### src/rtl/seven_seg_scan_driver_pkg.sv
// Shared constants for the 7-segment scan driver: active-low hex segment codes
// and the slot FSM state encoding.
package seven_seg_scan_driver_pkg;

  localparam logic [6:0] SEG_OFF = 7'h7F;

  // Index 15 first: F, E, d, C, b, A, 9, 8, 7, 6, 5, 4, 3, 2, 1, 0
  localparam logic [15:0][6:0] SEG_CODES = {
    7'h0E, 7'h06, 7'h21, 7'h46, 7'h03, 7'h08, 7'h10, 7'h00,
    7'h78, 7'h02, 7'h12, 7'h19, 7'h30, 7'h24, 7'h79, 7'h40
  };

  typedef enum logic {
    ST_BLANK = 1'b0,
    ST_SHOW  = 1'b1
  } state_e;

  function automatic logic [6:0] hex_to_seg(input logic [3:0] value);
    return SEG_CODES[value];
  endfunction

endpackage

### src/rtl/seven_seg_scan_driver_if.sv
// Bundle between the value producer and the scan driver, plus the display pins
// the driver presents back.
interface seven_seg_scan_driver_if #(
  parameter int NUM_DIGITS = 8
);
  logic [4*NUM_DIGITS-1:0] data_in;
  logic [NUM_DIGITS-1:0]   dp_in;
  logic                    data_valid;
  logic [NUM_DIGITS-1:0]   digit_en;
  logic [NUM_DIGITS-1:0]   AN;
  logic [6:0]              seg;
  logic                    dp;
  logic                    frame_done;

  modport master (
    output data_in, dp_in, data_valid, digit_en,
    input  AN, seg, dp, frame_done
  );

  modport slave (
    input  data_in, dp_in, data_valid, digit_en,
    output AN, seg, dp, frame_done
  );
endinterface

### src/rtl/seven_seg_hex_decoder.sv
// Combinational hex digit to active-low {g,f,e,d,c,b,a} segment decoder.
module seven_seg_hex_decoder
  import seven_seg_scan_driver_pkg::*;
(
  input  logic [3:0] hex,
  output logic [6:0] seg_n
);

  always_comb begin
    seg_n = hex_to_seg(hex);
  end

endmodule

### src/rtl/seven_seg_scan_driver.sv
// Time-multiplexed 7-segment scan driver with per-slot blanking and
// frame-synchronous (tear-free) data updates.
module seven_seg_scan_driver
  import seven_seg_scan_driver_pkg::*;
#(
  parameter int NUM_DIGITS  = 8,
  parameter int DIGIT_TICKS = 100_000,
  parameter int BLANK_TICKS = 1_000
) (
  input logic                    clk,
  input logic                    rst,
  seven_seg_scan_driver_if.slave bus
);

  localparam int TW = (DIGIT_TICKS > 1) ? $clog2(DIGIT_TICKS) : 1;
  localparam int IW = (NUM_DIGITS > 1) ? $clog2(NUM_DIGITS) : 1;
  localparam logic [TW-1:0] TICK_LAST  = TW'(DIGIT_TICKS - 1);
  localparam logic [TW-1:0] BLANK_LAST = TW'(BLANK_TICKS - 1);
  localparam logic [IW-1:0] IDX_LAST   = IW'(NUM_DIGITS - 1);

  logic [TW-1:0] tick_q, tick_d;
  logic [IW-1:0] idx_q, idx_d;
  state_e        state_q, state_d;

  logic [NUM_DIGITS-1:0][3:0] pend_data_q, pend_data_d;
  logic [NUM_DIGITS-1:0]      pend_dp_q, pend_dp_d;
  logic                       pend_flag_q, pend_flag_d;
  logic [NUM_DIGITS-1:0][3:0] shown_data_q, shown_data_d;
  logic [NUM_DIGITS-1:0]      shown_dp_q, shown_dp_d;

  logic [NUM_DIGITS-1:0] an_q, an_d;
  logic [6:0]            seg_q, seg_d;
  logic                  dp_q, dp_d;

  logic [NUM_DIGITS-1:0][3:0] data_in_vec;
  logic [NUM_DIGITS-1:0]      idx_onehot;
  logic [6:0]                 cur_seg;
  logic                       slot_end;
  logic                       wrap;

  assign data_in_vec = bus.data_in;
  assign slot_end    = (tick_q == TICK_LAST);
  assign wrap        = slot_end && (idx_q == IDX_LAST);

  generate
    for (genvar gi = 0; gi < NUM_DIGITS; gi++) begin : g_onehot
      assign idx_onehot[gi] = (idx_q == IW'(gi));
    end
  endgenerate

  seven_seg_hex_decoder u_decoder (
    .hex   (shown_data_q[idx_q]),
    .seg_n (cur_seg)
  );

  // Prescaler and digit index
  always_comb begin
    tick_d = tick_q + TW'(1);
    idx_d  = idx_q;
    if (slot_end) begin
      tick_d = '0;
      idx_d  = (idx_q == IDX_LAST) ? '0 : idx_q + IW'(1);
    end
  end

  always_comb begin
    state_d = state_q;
    case (state_q)
      ST_BLANK: if (tick_q == BLANK_LAST) state_d = ST_SHOW;
      ST_SHOW:  if (slot_end)             state_d = ST_BLANK;
      default:                            state_d = ST_BLANK;
    endcase
  end

  // A strobe landing on the wrap cycle goes straight to the shown bank so it
  // is not held back a whole extra frame.
  always_comb begin
    pend_data_d  = pend_data_q;
    pend_dp_d    = pend_dp_q;
    pend_flag_d  = pend_flag_q;
    shown_data_d = shown_data_q;
    shown_dp_d   = shown_dp_q;
    if (wrap) begin
      if (bus.data_valid) begin
        shown_data_d = data_in_vec;
        shown_dp_d   = bus.dp_in;
        pend_flag_d  = 1'b0;
      end else if (pend_flag_q) begin
        shown_data_d = pend_data_q;
        shown_dp_d   = pend_dp_q;
        pend_flag_d  = 1'b0;
      end
    end else if (bus.data_valid) begin
      pend_data_d = data_in_vec;
      pend_dp_d   = bus.dp_in;
      pend_flag_d = 1'b1;
    end
  end

  always_comb begin
    an_d  = '1;
    seg_d = SEG_OFF;
    dp_d  = 1'b1;
    if (state_q == ST_SHOW) begin
      an_d  = bus.digit_en[idx_q] ? ~idx_onehot : '1;
      seg_d = cur_seg;
      dp_d  = ~shown_dp_q[idx_q];
    end
  end

  always_ff @(posedge clk) begin
    if (rst) begin
      tick_q       <= '0;
      idx_q        <= '0;
      state_q      <= ST_BLANK;
      pend_data_q  <= '0;
      pend_dp_q    <= '0;
      pend_flag_q  <= 1'b0;
      shown_data_q <= '0;
      shown_dp_q   <= '0;
      an_q         <= '1;
      seg_q        <= SEG_OFF;
      dp_q         <= 1'b1;
    end else begin
      tick_q       <= tick_d;
      idx_q        <= idx_d;
      state_q      <= state_d;
      pend_data_q  <= pend_data_d;
      pend_dp_q    <= pend_dp_d;
      pend_flag_q  <= pend_flag_d;
      shown_data_q <= shown_data_d;
      shown_dp_q   <= shown_dp_d;
      an_q         <= an_d;
      seg_q        <= seg_d;
      dp_q         <= dp_d;
    end
  end

  assign bus.AN         = an_q;
  assign bus.seg        = seg_q;
  assign bus.dp         = dp_q;
  assign bus.frame_done = wrap;

endmodule
### src/flat_wrapper.sv
// flat-port wrapper written by rule: the top's interface ports become plain ports
module seven_seg_scan_driver_flat import seven_seg_scan_driver_pkg::*;
#(
  parameter int NUM_DIGITS  = 8,
  parameter int DIGIT_TICKS = 100_000,
  parameter int BLANK_TICKS = 1_000
)
  (clk, rst, bus_data_in, bus_dp_in, bus_data_valid, bus_digit_en, bus_AN, bus_seg, bus_dp, bus_frame_done);
  seven_seg_scan_driver_if #(.NUM_DIGITS(NUM_DIGITS)) bus_i ();
  input logic clk;
  input logic rst;
  input wire logic [$bits(bus_i.data_in)-1:0] bus_data_in;
  input wire logic [$bits(bus_i.dp_in)-1:0] bus_dp_in;
  input wire logic [$bits(bus_i.data_valid)-1:0] bus_data_valid;
  input wire logic [$bits(bus_i.digit_en)-1:0] bus_digit_en;
  output wire logic [$bits(bus_i.AN)-1:0] bus_AN;
  output wire logic [$bits(bus_i.seg)-1:0] bus_seg;
  output wire logic [$bits(bus_i.dp)-1:0] bus_dp;
  output wire logic [$bits(bus_i.frame_done)-1:0] bus_frame_done;
  assign bus_i.data_in = bus_data_in;
  assign bus_i.dp_in = bus_dp_in;
  assign bus_i.data_valid = bus_data_valid;
  assign bus_i.digit_en = bus_digit_en;
  assign bus_AN = bus_i.AN;
  assign bus_seg = bus_i.seg;
  assign bus_dp = bus_i.dp;
  assign bus_frame_done = bus_i.frame_done;
  seven_seg_scan_driver #(.NUM_DIGITS(NUM_DIGITS), .DIGIT_TICKS(DIGIT_TICKS), .BLANK_TICKS(BLANK_TICKS)) u_core (.clk(clk), .rst(rst), .bus(bus_i));
endmodule
### config.mk
export PLATFORM = sky130hd
export DESIGN_NAME = seven_seg_scan_driver_flat
export DESIGN_NICKNAME = d
export VERILOG_FILES = /design/src/rtl/seven_seg_scan_driver_pkg.sv /design/src/rtl/seven_seg_scan_driver_if.sv /design/src/rtl/seven_seg_hex_decoder.sv /design/src/rtl/seven_seg_scan_driver.sv /design/src/flat_wrapper.sv
export SDC_FILE = /design/constraint.sdc
export NUM_CORES = 1
export LEC_CHECK = 0
export BUFFER_PORTS_ARGS = -buffer_cell sky130_fd_sc_hd__buf_2
export CORE_MARGIN = 3
export CORE_UTILIZATION = 40
export CTS_CLUSTER_DIAMETER = 60
export CTS_CLUSTER_SIZE = 28
export DETAILED_ROUTE_END_ITERATION = 12
export GPL_TIMING_DRIVEN = 1
export SYNTH_ARGS = -nofsm -noshare
export SYNTH_HDL_FRONTEND = slang
export SYNTH_SLANG_ARGS = --single-unit
### constraint.sdc
create_clock -name clk -period 3.4 [get_ports clk]
set_clock_uncertainty 0.2 [all_clocks]
set_input_delay 0 -clock clk [delete_from_list [all_inputs] [get_ports clk]]
set_output_delay 0 -clock clk [all_outputs]
set_load 0.02 [all_outputs]
==> flow_summary.yaml <==
synth:
  yosys_warnings: 0
  synth_top_area_share: 0.459
  async_flop_share: 0
  synth_cell_types: 48
  synth_area_leaders: "dfxtp_1 (46%), mux2i_1 (9.1%), nand2_1 (7.7%)"
  synth_cells: 568
  yosysTopAreaCell: "dfxtp_1"
  synth_nets: 631
  syn_area_sq_um: 5140
  synth_area_per_cell_sq_um: 9.05
  yosysSeqAreaShare: 0.459
  ys_seq_elements: 118
  synth-edff-count: 0
  yosys_most_used_dff: "dfxtp_1"
setup_path:
  cp.required_ns: 3.55
  worstSetupEndpointType: "flip-flop"
  worst_ep_arrival_time_ns: 3.23
  worstSetupPathType: "reg2reg"
  regToRegSetupSlack_ns: 0.32
  crit_fanout: 19
  cp-start-kind: "flip-flop"
placed_design:
  post-dp-hpwl_microns: 7730
  place_ws_ns: 0.568
  gp_congestion: 0.794
  port_buffers: 67
  placed_area_sq_um: 5660
floorplanning:
  num_io_pins: 68
  rows: 40
  die_h_microns: 119
  start_util: 0.418
  dieArea_sq_um: 14300
  core_sq_um: 12300
  dieWidth_microns: 119
cts:
  cts_tree: "yes"
  clock_latency_ns: 0.41
  path_clk_slew_ns: 0.06
  cts_setup_buffers: 0
  htreeDepth: 4
  cts.path.max_buffers: 2
  cts_buffers: 17
  cts_sinks: 118
  clockRootBuffer: "clkbuf_16"
  cts_resized: 0
global_route:
  antenna_found_initial: 0
  grt_max_degree: 81
  grt_pass1_vias: 4193
  grt_usage: 0.175
  grt_first_pass_wirelength_microns: 20100
  overflow: 0
layout:
  antenna_cells: 0
  design_area_sq_um: 6850
  syn_to_final_growth_pct: 33.2
  nets: 751
  mostFrequentLayoutCells: "dfxtp_1 (118), nand2_1 (106), nor2_1 (68), buf_2 (67), dlygate4sd3_1 (60)"
  layout-drive-gt1-share: 0.180
  final_common_cell: "dfxtp_1"
  final_util: 0.556
detailed_routing:
  first_iter_violations: 294
  firstDrtPassIters: 4
  final_antenna_net_count: 0
  wl_per_cell_microns: 14.1
  drc: 0
  vias: 4314
  vias_per_cell: 4.96
  routed_wl_microns: 12200
pwr:
  p_int_mw: 2.66
  pwr-share-clk: 0.511
  swShare: 0.213
  p_per_area_nw_per_um2: 493
  vdd_drop_max_mv: 0.390
  combPwrFrac: 0.066
  p_leak_nw: 2.75
  switchingPower_mw: 0.721
  pwr-share-seq: 0.423
sta:
  setup_violations: 0
  relSlewSlack: 0.307
  slew_viol_final: 0
  hold_viol_final: 0
  setup_ws_ns: 0.317
  worst_pin_slew_ns: 1.04
  fmax_mhz: 324
  final.setup.tns_ns: 0
  rsz0062_at_grt: "false"
  fin_hold_ws_ns: 0.0180
  fin_crit_sh: 0.907
  min_period_ns: 3.08
worst_hold_path:
  min_path_type: "in2reg"
run:
  maxCapViolations: 0
outcome:
  outcome: "finished clean"
-- per-stage QoR --
| step | total power [mW] | cells |
|---|---|---|
| 3_3_place_gp | 1.62 | 776 |
| 4_1_cts | 3.42 | 868 |
| 3_5_place_dp | 1.63 | 776 |
| 5_1_grt | 3.51 | 869 |
| 2_1_floorplan | 1.56 | 568 |
| 6_report | 3.38 | 869 |
-- flip-flops by register name, summed over array words and instances (netlist names) --
signal,flops
u_core.pend_data_q,32
u_core.shown_data_q,32
u_core.tick_q,17
u_core.bus.AN,8
u_core.pend_dp_q,8
u_core.shown_dp_q,8
u_core.bus.seg,7
u_core.idx_q,3
u_core.bus.dp,1
u_core.pend_flag_q,1
u_core.state_q,1
-- cell usage after synthesis, types with 2 or more instances --
cell and number:
ha_1 12, a31oi_1 3, dfxtp_1 118, nand2b_1 2
and3_1 6, o221ai_1 3, o21ai_0 3, nand2_1 106
nand4_1 3, xnor2_1 5, mux2_2 2, nor2_1 68
inv_1 9, nor3_1 5, nor2b_1 2, nand3_1 6
a21oi_1 45, mux2i_1 47, buf_2 5, xor2_1 10
mux4_2 10, a211oi_1 42, clkbuf_1 30, and4_1 2
-- power groups by stage --
stage	clock network (mW)	logic [mW]	registers, mW
floorplan	0	0.106	1.45
global placement	0	0.166	1.46
detailed placement	0	0.169	1.46
CTS	1.77	0.223	1.43
global route	1.83	0.248	1.43
finish	1.73	0.224	1.43
-- per-layer routing --
metal | share of wire | vias to the layer above | track usage
met1 | 0.47 | 1981 | 0.227
met4 | 0.015 | 0 | 0.0666
met5 | 0 | - | 0
met3 | 0.044 | 14 | 0.0470
met2 | 0.47 | 95 | 0.279
li1 | - | 2224 | -
-- area by class of cell --
| class | instances | area, sq um |
|---|---|---|
| clock inverter | 9 | 100 |
| clock buffer | 23 | 478 |
| tap | 168 | 210 |
| timing repair buffer | 138 | 1040 |
| multi-input combinational | 403 | 2620 |
| fill | 1102 | 5460 |
| inverter | 10 | 37.5 |
| sequential | 118 | 2360 |
-- worst max-delay path, stage by stage (launching register included) --
cell           delay, ns
dfxtp_1             0.50
buf_4               0.29
ha_1                0.20
ha_1                0.38
a31o_2              0.54
nand2_1             0.14
a21oi_1             0.19
dlygate4sd3_1       0.57
-- path summary, 6_finish.rpt --
path / from / to / cells after the start
setup / recovery: u_core.idx_q[0]$_SDFFE_PP0N_ / u_core.pend_data_q[16]$_SDFFE_PP0P_ / 7
hold / removal: rst / u_core.shown_data_q[18]$_SDFFE_PP0P_ / 2
setup reg to reg: u_core.idx_q[0]$_SDFFE_PP0N_ / u_core.pend_data_q[16]$_SDFFE_PP0P_ / 7
hold reg to reg: u_core.tick_q[0]$_SDFF_PP0_ / u_core.tick_q[0]$_SDFF_PP0_ / 1
-- logic make-up after synthesis --
kind of cell	synth area share
and+or+nand+nor	0.174
DFF	0.459
AOI/OAI and AO/OA	0.135
muxes	0.140
buffers and inverters	0.0372
xor gates and xnor gates	0.0255
adders and majority gates	0.0292
-- timing repair --
item / 4_1_cts / 5_1_grt
hold buffers: 60 / 0
setup endpoints to repair: 0 / 15
endpoints found under the hold margin: 84 / 0
(Power assumes the default switching activity.)
